**src/rtl/reg_file_2r1w.sv**
```systemverilog
// rtl/reg_file_2r1w.sv - 16x16 register file, two read ports, one write port, pending-load scoreboard
// Register 0 reads as zero; same-cycle writes bypass to both read ports and clear Stall.
module reg_file_2r1w #(
  parameter int DATA_WIDTH = 16,
  parameter int NUM_REGS   = 16,
  parameter int ADDR_W     = 4
) (
  input  logic                  clk,
  input  logic                  rst_n,
  input  logic [ADDR_W-1:0]     SrcReg1,
  input  logic [ADDR_W-1:0]     SrcReg2,
  output logic [DATA_WIDTH-1:0] SrcData1,
  output logic [DATA_WIDTH-1:0] SrcData2,
  input  logic [ADDR_W-1:0]     DstReg,
  input  logic [DATA_WIDTH-1:0] DstData,
  input  logic                  WriteReg,
  input  logic                  SetPend,
  input  logic [ADDR_W-1:0]     PendReg,
  output logic                  Stall,
  output logic [NUM_REGS-1:0]   PendVec
);

  logic [DATA_WIDTH-1:0] regs_q [NUM_REGS];
  logic [NUM_REGS-1:0]   pend_q;
  logic [NUM_REGS-1:0]   pend_d;
  logic                  wr_en;
  logic                  set_en;
  logic                  hit1;
  logic                  hit2;

  // Gating with rst_n suppresses bypass and scoreboard clear while in reset.
  assign wr_en  = rst_n && WriteReg && (DstReg != '0);
  assign set_en = SetPend && (PendReg != '0);
  assign hit1   = wr_en && (SrcReg1 == DstReg);
  assign hit2   = wr_en && (SrcReg2 == DstReg);

  always_ff @(posedge clk or negedge rst_n) begin
    if (!rst_n) begin
      for (int i = 0; i < NUM_REGS; i++) begin
        regs_q[i] <= '0;
      end
    end else if (wr_en) begin
      regs_q[DstReg] <= DstData;
    end
  end

  // Set is applied after clear so a new load issued as the old one retires stays pending.
  always_comb begin
    pend_d = pend_q;
    if (wr_en) begin
      pend_d[DstReg] = 1'b0;
    end
    if (set_en) begin
      pend_d[PendReg] = 1'b1;
    end
    pend_d[0] = 1'b0;
  end

  always_ff @(posedge clk or negedge rst_n) begin
    if (!rst_n) begin
      pend_q <= '0;
    end else begin
      pend_q <= pend_d;
    end
  end

  always_comb begin
    SrcData1 = '0;
    SrcData2 = '0;
    if (rst_n && (SrcReg1 != '0)) begin
      SrcData1 = hit1 ? DstData : regs_q[SrcReg1];
    end
    if (rst_n && (SrcReg2 != '0)) begin
      SrcData2 = hit2 ? DstData : regs_q[SrcReg2];
    end
  end

  assign Stall   = rst_n && ((pend_q[SrcReg1] && !hit1) || (pend_q[SrcReg2] && !hit2));
  assign PendVec = pend_q;

endmodule
```
**config.mk**
```make
export PLATFORM = sky130hd
export DESIGN_NAME = reg_file_2r1w
export DESIGN_NICKNAME = d
export VERILOG_FILES = /design/src/rtl/reg_file_2r1w.sv
export SDC_FILE = /design/constraint.sdc
export NUM_CORES = 1
export LEC_CHECK = 0
export ABC_AREA = 1
export CAP_MARGIN = 20
export CORE_MARGIN = 8
export CORE_UTILIZATION = 41
export CTS_CLUSTER_SIZE = 16
export DETAILED_ROUTE_END_ITERATION = 6
export GPL_TIMING_DRIVEN = 1
export PLACE_DENSITY_LB_ADDON = 0.05
export SLEW_MARGIN = 20
export SYNTH_ARGS = -nofsm -noshare
export SYNTH_HDL_FRONTEND = slang
export SYNTH_SLANG_ARGS = --single-unit
```
**constraint.sdc**
```tcl
create_clock -name clk -period 2.5 [get_ports clk]
set_input_delay 0.5 -clock clk [delete_from_list [all_inputs] [get_ports clk]]
set_output_delay 0.5 -clock clk [all_outputs]
set_load 0.05 [all_outputs]
```
* Word-level counts from Yosys, hierarchy flattened
Cells that the tools add are included.
Storage, ports and cells: bits of input ports 36, output and inout bits 49, bits in registers 271
Cells by class: equality and inequality tests 2, order comparisons 10, bitwise gates (word level) 6, reductions and logical operators 20, muxes and demuxes 23
Operators with widths (count):
- $bwmux W256 | 1
- $mux W16 | 11
- $bmux W16 S4 | 2
- $demux W16 S4 | 1
- $lt A4 B5 Y1 const B | 4
- $and A16 B16 Y16 | 1
- $not A16 Y16 | 1
- $or A16 B16 Y16 | 1
- $reduce_bool A4 Y1 | 4
- $ge A5 B5 Y1 const B | 3
- $not A4 Y5 | 3
- $logic_and A1 B1 Y1 | 13
- $bmux W1 S4 | 2
- $demux W1 S4 | 2
- $eq A4 B4 Y1 | 2
- $ge A4 B1 Y1 const B | 2
- $lt A5 B1 Y1 const B | 1
- $mux W1 | 4
- $logic_not A1 Y1 | 2
- $logic_or A1 B1 Y1 | 1

* Longest topological paths before layout
word-level depth 9, depth in mapped cells 12, gate-level depth less buffers 11

* Worst setup path after synthesis
No wires, ideal clock.
path type in2out, start in DstReg[3], end out Stall, path buffers 2, data arrival time 2178 ps, setup slack -178 ps, stages on the path 9, path through buf_2 > nor2_2 > nand2_2 > nand3_4 > nor2_1 > nand2_1 > clkbuf_2 > nand2_1 > a21oi_1
Between the ends: longest elaborated chain between the ends 7, elaborated cells on any way between the ends 12, classes of those cells eq/ne (2); reduce/logical (10)
Ends and longest elaborated chain:
- from (decl) | line 14 | input logic [ADDR_W-1:0] DstReg,
- $reduce_bool A4 Y1 | line 32 | assign wr_en = rst_n && WriteReg && (DstReg != '0);
- $logic_and A1 B1 Y1 | line 32
- $logic_and A1 B1 Y1, on equally long branches | line 34, 35
- $logic_not A1 Y1 | line 78 | assign Stall = rst_n && ((pend_q[SrcReg1] && !hit1) || (pend_q[SrcReg2] && !hit2));
- $logic_and A1 B1 Y1 | line 78
- $logic_or A1 B1 Y1 (*) | line 78
- $logic_and A1 B1 Y1 (*) | line 78
- to (decl) | line 19 | output logic Stall,
Mark *: on every way between the ends. The rest lies on a longest branch, timed or not.

* Worst setup path in the final report
start in SrcReg2[1], end out SrcData2[5]
Between the ends: longest elaborated chain between the ends 6, elaborated cells on any way between the ends 10, classes of those cells eq/ne (1); mux (5); bitwise (1); reduce/logical (3)
Ends and longest elaborated chain:
- from (decl) | line 11 | input logic [ADDR_W-1:0] SrcReg2,
- $not A4 Y5 (not written as such) | line 74 | SrcData2 = hit2 ? DstData : regs_q[SrcReg2];
- $bmux W16 S4 | line 74
- $mux W16 (not written as such) (2 in a row) | line 74
- $mux W16 | line 74
- $mux W16 (*) | line 73 | if (rst_n && (SrcReg2 != '0)) begin
- to (decl) | line 13 | output logic [DATA_WIDTH-1:0] SrcData2,
Mark *: on every way between the ends. The rest lies on a longest branch, timed or not. The select of a mux whose other input is x is not followed.

==> flow_summary.json <==
{
  "dp_hpwl_um": 38010,
  "cp-startpoint": "SrcReg2[1]",
  "finalCriticalPeriod_ns": 2.476,
  "layout_commonest_cell": "nand2_1",
  "post-route-period-util_pct": 99.05,
  "placed_area_mm2": 0.01734,
  "num_rows": 70,
  "stdcell_count": 2661,
  "path_clk_slew_ns": 0.06,
  "cap_violations": 0,
  "routed_wl_um": 59800,
  "clock.fmax_mhz": 403.8,
  "finalHoldViolations": 0,
  "dpl.cell_count": 2567,
  "grtUsageTotal_pct": 27.25,
  "cp-endpoint": "SrcData2[5]",
  "leakage_nw": 8.923,
  "area_growth_pct": 29.68,
  "insertion_delay_ns": 0.53,
  "cts_sinks": 271,
  "grt_max_degree": 157,
  "drive_above_1_share_pct": 16.64,
  "drc": 0,
  "grt_pass1_wl_um": 87800,
  "syn_inst": 2065,
  "antenna_found_initial": 0,
  "finalSetupViolations": 0,
  "ys_seq_elements": 271,
  "ctsHtreeMaxLevel": 2,
  "worst_pin_slew_ns": 0.9408,
  "clockBufferDepth": 3,
  "power_mw": 14.06,
  "die-area_mm2": 0.04270,
  "num_vias": 14970,
  "reg2regPathDepth": 2,
  "grt_pass1_vias": 14200,
  "ant_nets": 0,
  "worstSetupPathType": "input port to output pin",
  "viasPerCell": 5.624,
  "io_buffers": 83,
  "fin_area_mm2": 0.01932,
  "synth.yosys.warnings": 0,
  "io_pins": 85,
  "layout_common_cells": "nand2_1 (581), o21ai_0 (398), dfrtp_1 (263)",
  "die_y_um": 206.6,
  "finalClockSkew_ns": 0,
  "grt-ovfl-total": 0,
  "rsz0062_at_grt": "yes",
  "cts_tree": "yes",
  "die_x_um": 206.6,
  "synth_nets": 2101,
  "fp.coreArea_mm2": 0.03617,
  "p_per_area_mw_per_mm2": 727.5,
  "worst_ep_arrival_time_ns": 1.98,
  "status": "finished, final reports clean",
  "firstDrtPassIters": 6,
  "diodes": 0,
  "start_util_pct": 41.19,
  "max_slew_margin_pct": 37.28,
  "worstReg2RegStart": "PendVec[1]$_DFF_PN0_",
  "yosysUniqueCellTypes": 28,
  "hp-class": "input port to async pin",
  "required_ns": 2.00,
  "wire_per_inst_um": 22.47,
  "peakVddDrop_uv": 438.7,
  "fin_tns_setup_ns": 0,
  "cts_root_buf": "clkbuf_16",
  "nets": 2208,
  "critPathCaptureType": "output pin",
  "r2r-end": "PendVec[1]$_DFF_PN0_",
  "gp_congestion": 0.9288,
  "drtIter0Drc": 1662,
  "r2r_slack_ns": 1.68,
  "cts_buffers": 34,
  "crit_fanout": 13,
  "syn_area_mm2": 0.01490,
  "syn_area_per_cell_um2": 7.216,
  "crit_path_start_kind": "input port",
  "seq_area_frac_synth_pct": 45.51,
  "drv_slew": 0,
  "fillers": 3513
}
==> worst min path at each step <==
stage	start	to	slack [ns]	depth (start not counted)
finish	rst_n	regs_q[4]$_DFFE_PN0P_	0.07	2
global route	rst_n	regs_q[68]$_DFFE_PN0P_	0.09	2
CTS	rst_n	regs_q[4]$_DFFE_PN0P_	0.07	2
detailed placement	regs_q[252]$_DFFE_PN0P_	regs_q[252]$_DFFE_PN0P_	0.39	0
global placement	regs_q[247]$_DFFE_PN0P_	regs_q[247]$_DFFE_PN0P_	0.39	0
floorplan	rst_n	PendVec[10]$_DFF_PN0_	0.20	0
==> power breakdown <==
part	internal (mW)	switching (mW)	total (mW)
Combinational	1.30	2.03	3.32
Sequential	5.18	0.640	5.82
Clock	2.98	1.94	4.92
==> timing repair <==
item                                    in CTS  in global routing
gates cloned                                 4                  8
hold endpoints to repair                    12                  0
pin swaps                                   27                 38
resized for setup                           81                 71
endpoints found under the setup margin      33                 33
hold buffers                                 1                  0
setup buffers                               13                 13
==> cells by family (layout without fill, tap and decap cells) <==
family,Yosys count,in the layout,synth area share (%)
other,1,1,0.02517
DFF,271,271,45.51
AOI/OAI and AO/OA,645,645,22.84
buffers and inverters,285,413,8.355
xor gates and xnor gates,4,4,0.2352
and+or+nand+nor,859,859,23.03
==> synth_stat cells <==
| master | count | area [µm²] |
|---|---|---|
| nand2_1 | 585 | 2196 |
| o21ai_0 | 416 | 2082 |
| dfrtp_1 | 271 | 6782 |
| nor2_1 | 138 | 518.0 |
| a21oi_1 | 133 | 665.6 |
| nand3_1 | 116 | 580.6 |
| inv_1 | 103 | 386.6 |
| buf_2 | 73 | 365.4 |
| clkbuf_1 | 68 | 255.2 |
| a22oi_1 | 64 | 480.5 |
| o21ai_1 | 27 | 135.1 |
| buf_4 | 19 | 142.6 |
| nor2_2 | 11 | 68.82 |
| buf_1 | 9 | 33.78 |
| inv_2 | 7 | 26.28 |
| nand2_2 | 5 | 31.28 |
| clkbuf_2 | 4 | 20.02 |
| o31ai_1 | 3 | 22.52 |
| a21oi_2 | 2 | 17.52 |
| xnor2_1 | 2 | 17.52 |
| xor2_1 | 2 | 17.52 |
| buf_6 | 1 | 11.26 |
| clkinv_1 | 1 | 3.750 |
| conb_1 | 1 | 3.750 |
| nand3_4 | 1 | 17.52 |
| nand3b_1 | 1 | 7.510 |
| nand4_1 | 1 | 6.260 |
| nor4_1 | 1 | 6.260 |
==> layer usage <==
metal	global-route usage [%]	part of all wire (%)	wire, µm
met5	0	0	0
met4	11.13	3.8	2293
met1	37.17	44	26250
met3	5.868	7.8	4655
met2	41.66	44	26600
==> critical path: stages <==
cell	delay [ns]
buf_6	0.14
nor2_4	0.20
buf_4	0.15
buf_12	0.14
nand2_1	0.05
nand3_1	0.07
o21ai_0	0.08
nor2_1	0.24
nor2_2	0.06
nor2_2	0.16
buf_12	0.16
==> registers in the layout, summed over array words and instances, names as in the netlist <==
signal   count
PendVec     15
regs_q     256
==> through the flow <==
| stage | setup slack [ns] | utilization, % | hold WS, ns |
|---|---|---|---|
| global route | -0.02572 | 53.42 | 0.09025 |
| CTS | 0.0006917 | 52.11 | 0.06621 |
| global placement | -0.3208 | 47.94 | 0.3873 |
| finish | 0.02380 | 53.42 | 0.07025 |
| detailed placement | -0.3444 | 47.94 | 0.3933 |
| floorplan | 0.09499 | - | 0.2044 |
==> layout make-up <==
type	count	area, µm²	area share [%]
clock buffer	48	1037	5.368
sequential	271	6792	35.15
clock inverter	9	75.07	0.3885
multi-input combinational	1509	7173	37.12
inverter	111	425.4	2.202
tap	468	585.6	3.030
timing repair buffer	245	3234	16.74
No activity file was read; power rests on OpenSTA's default activity.
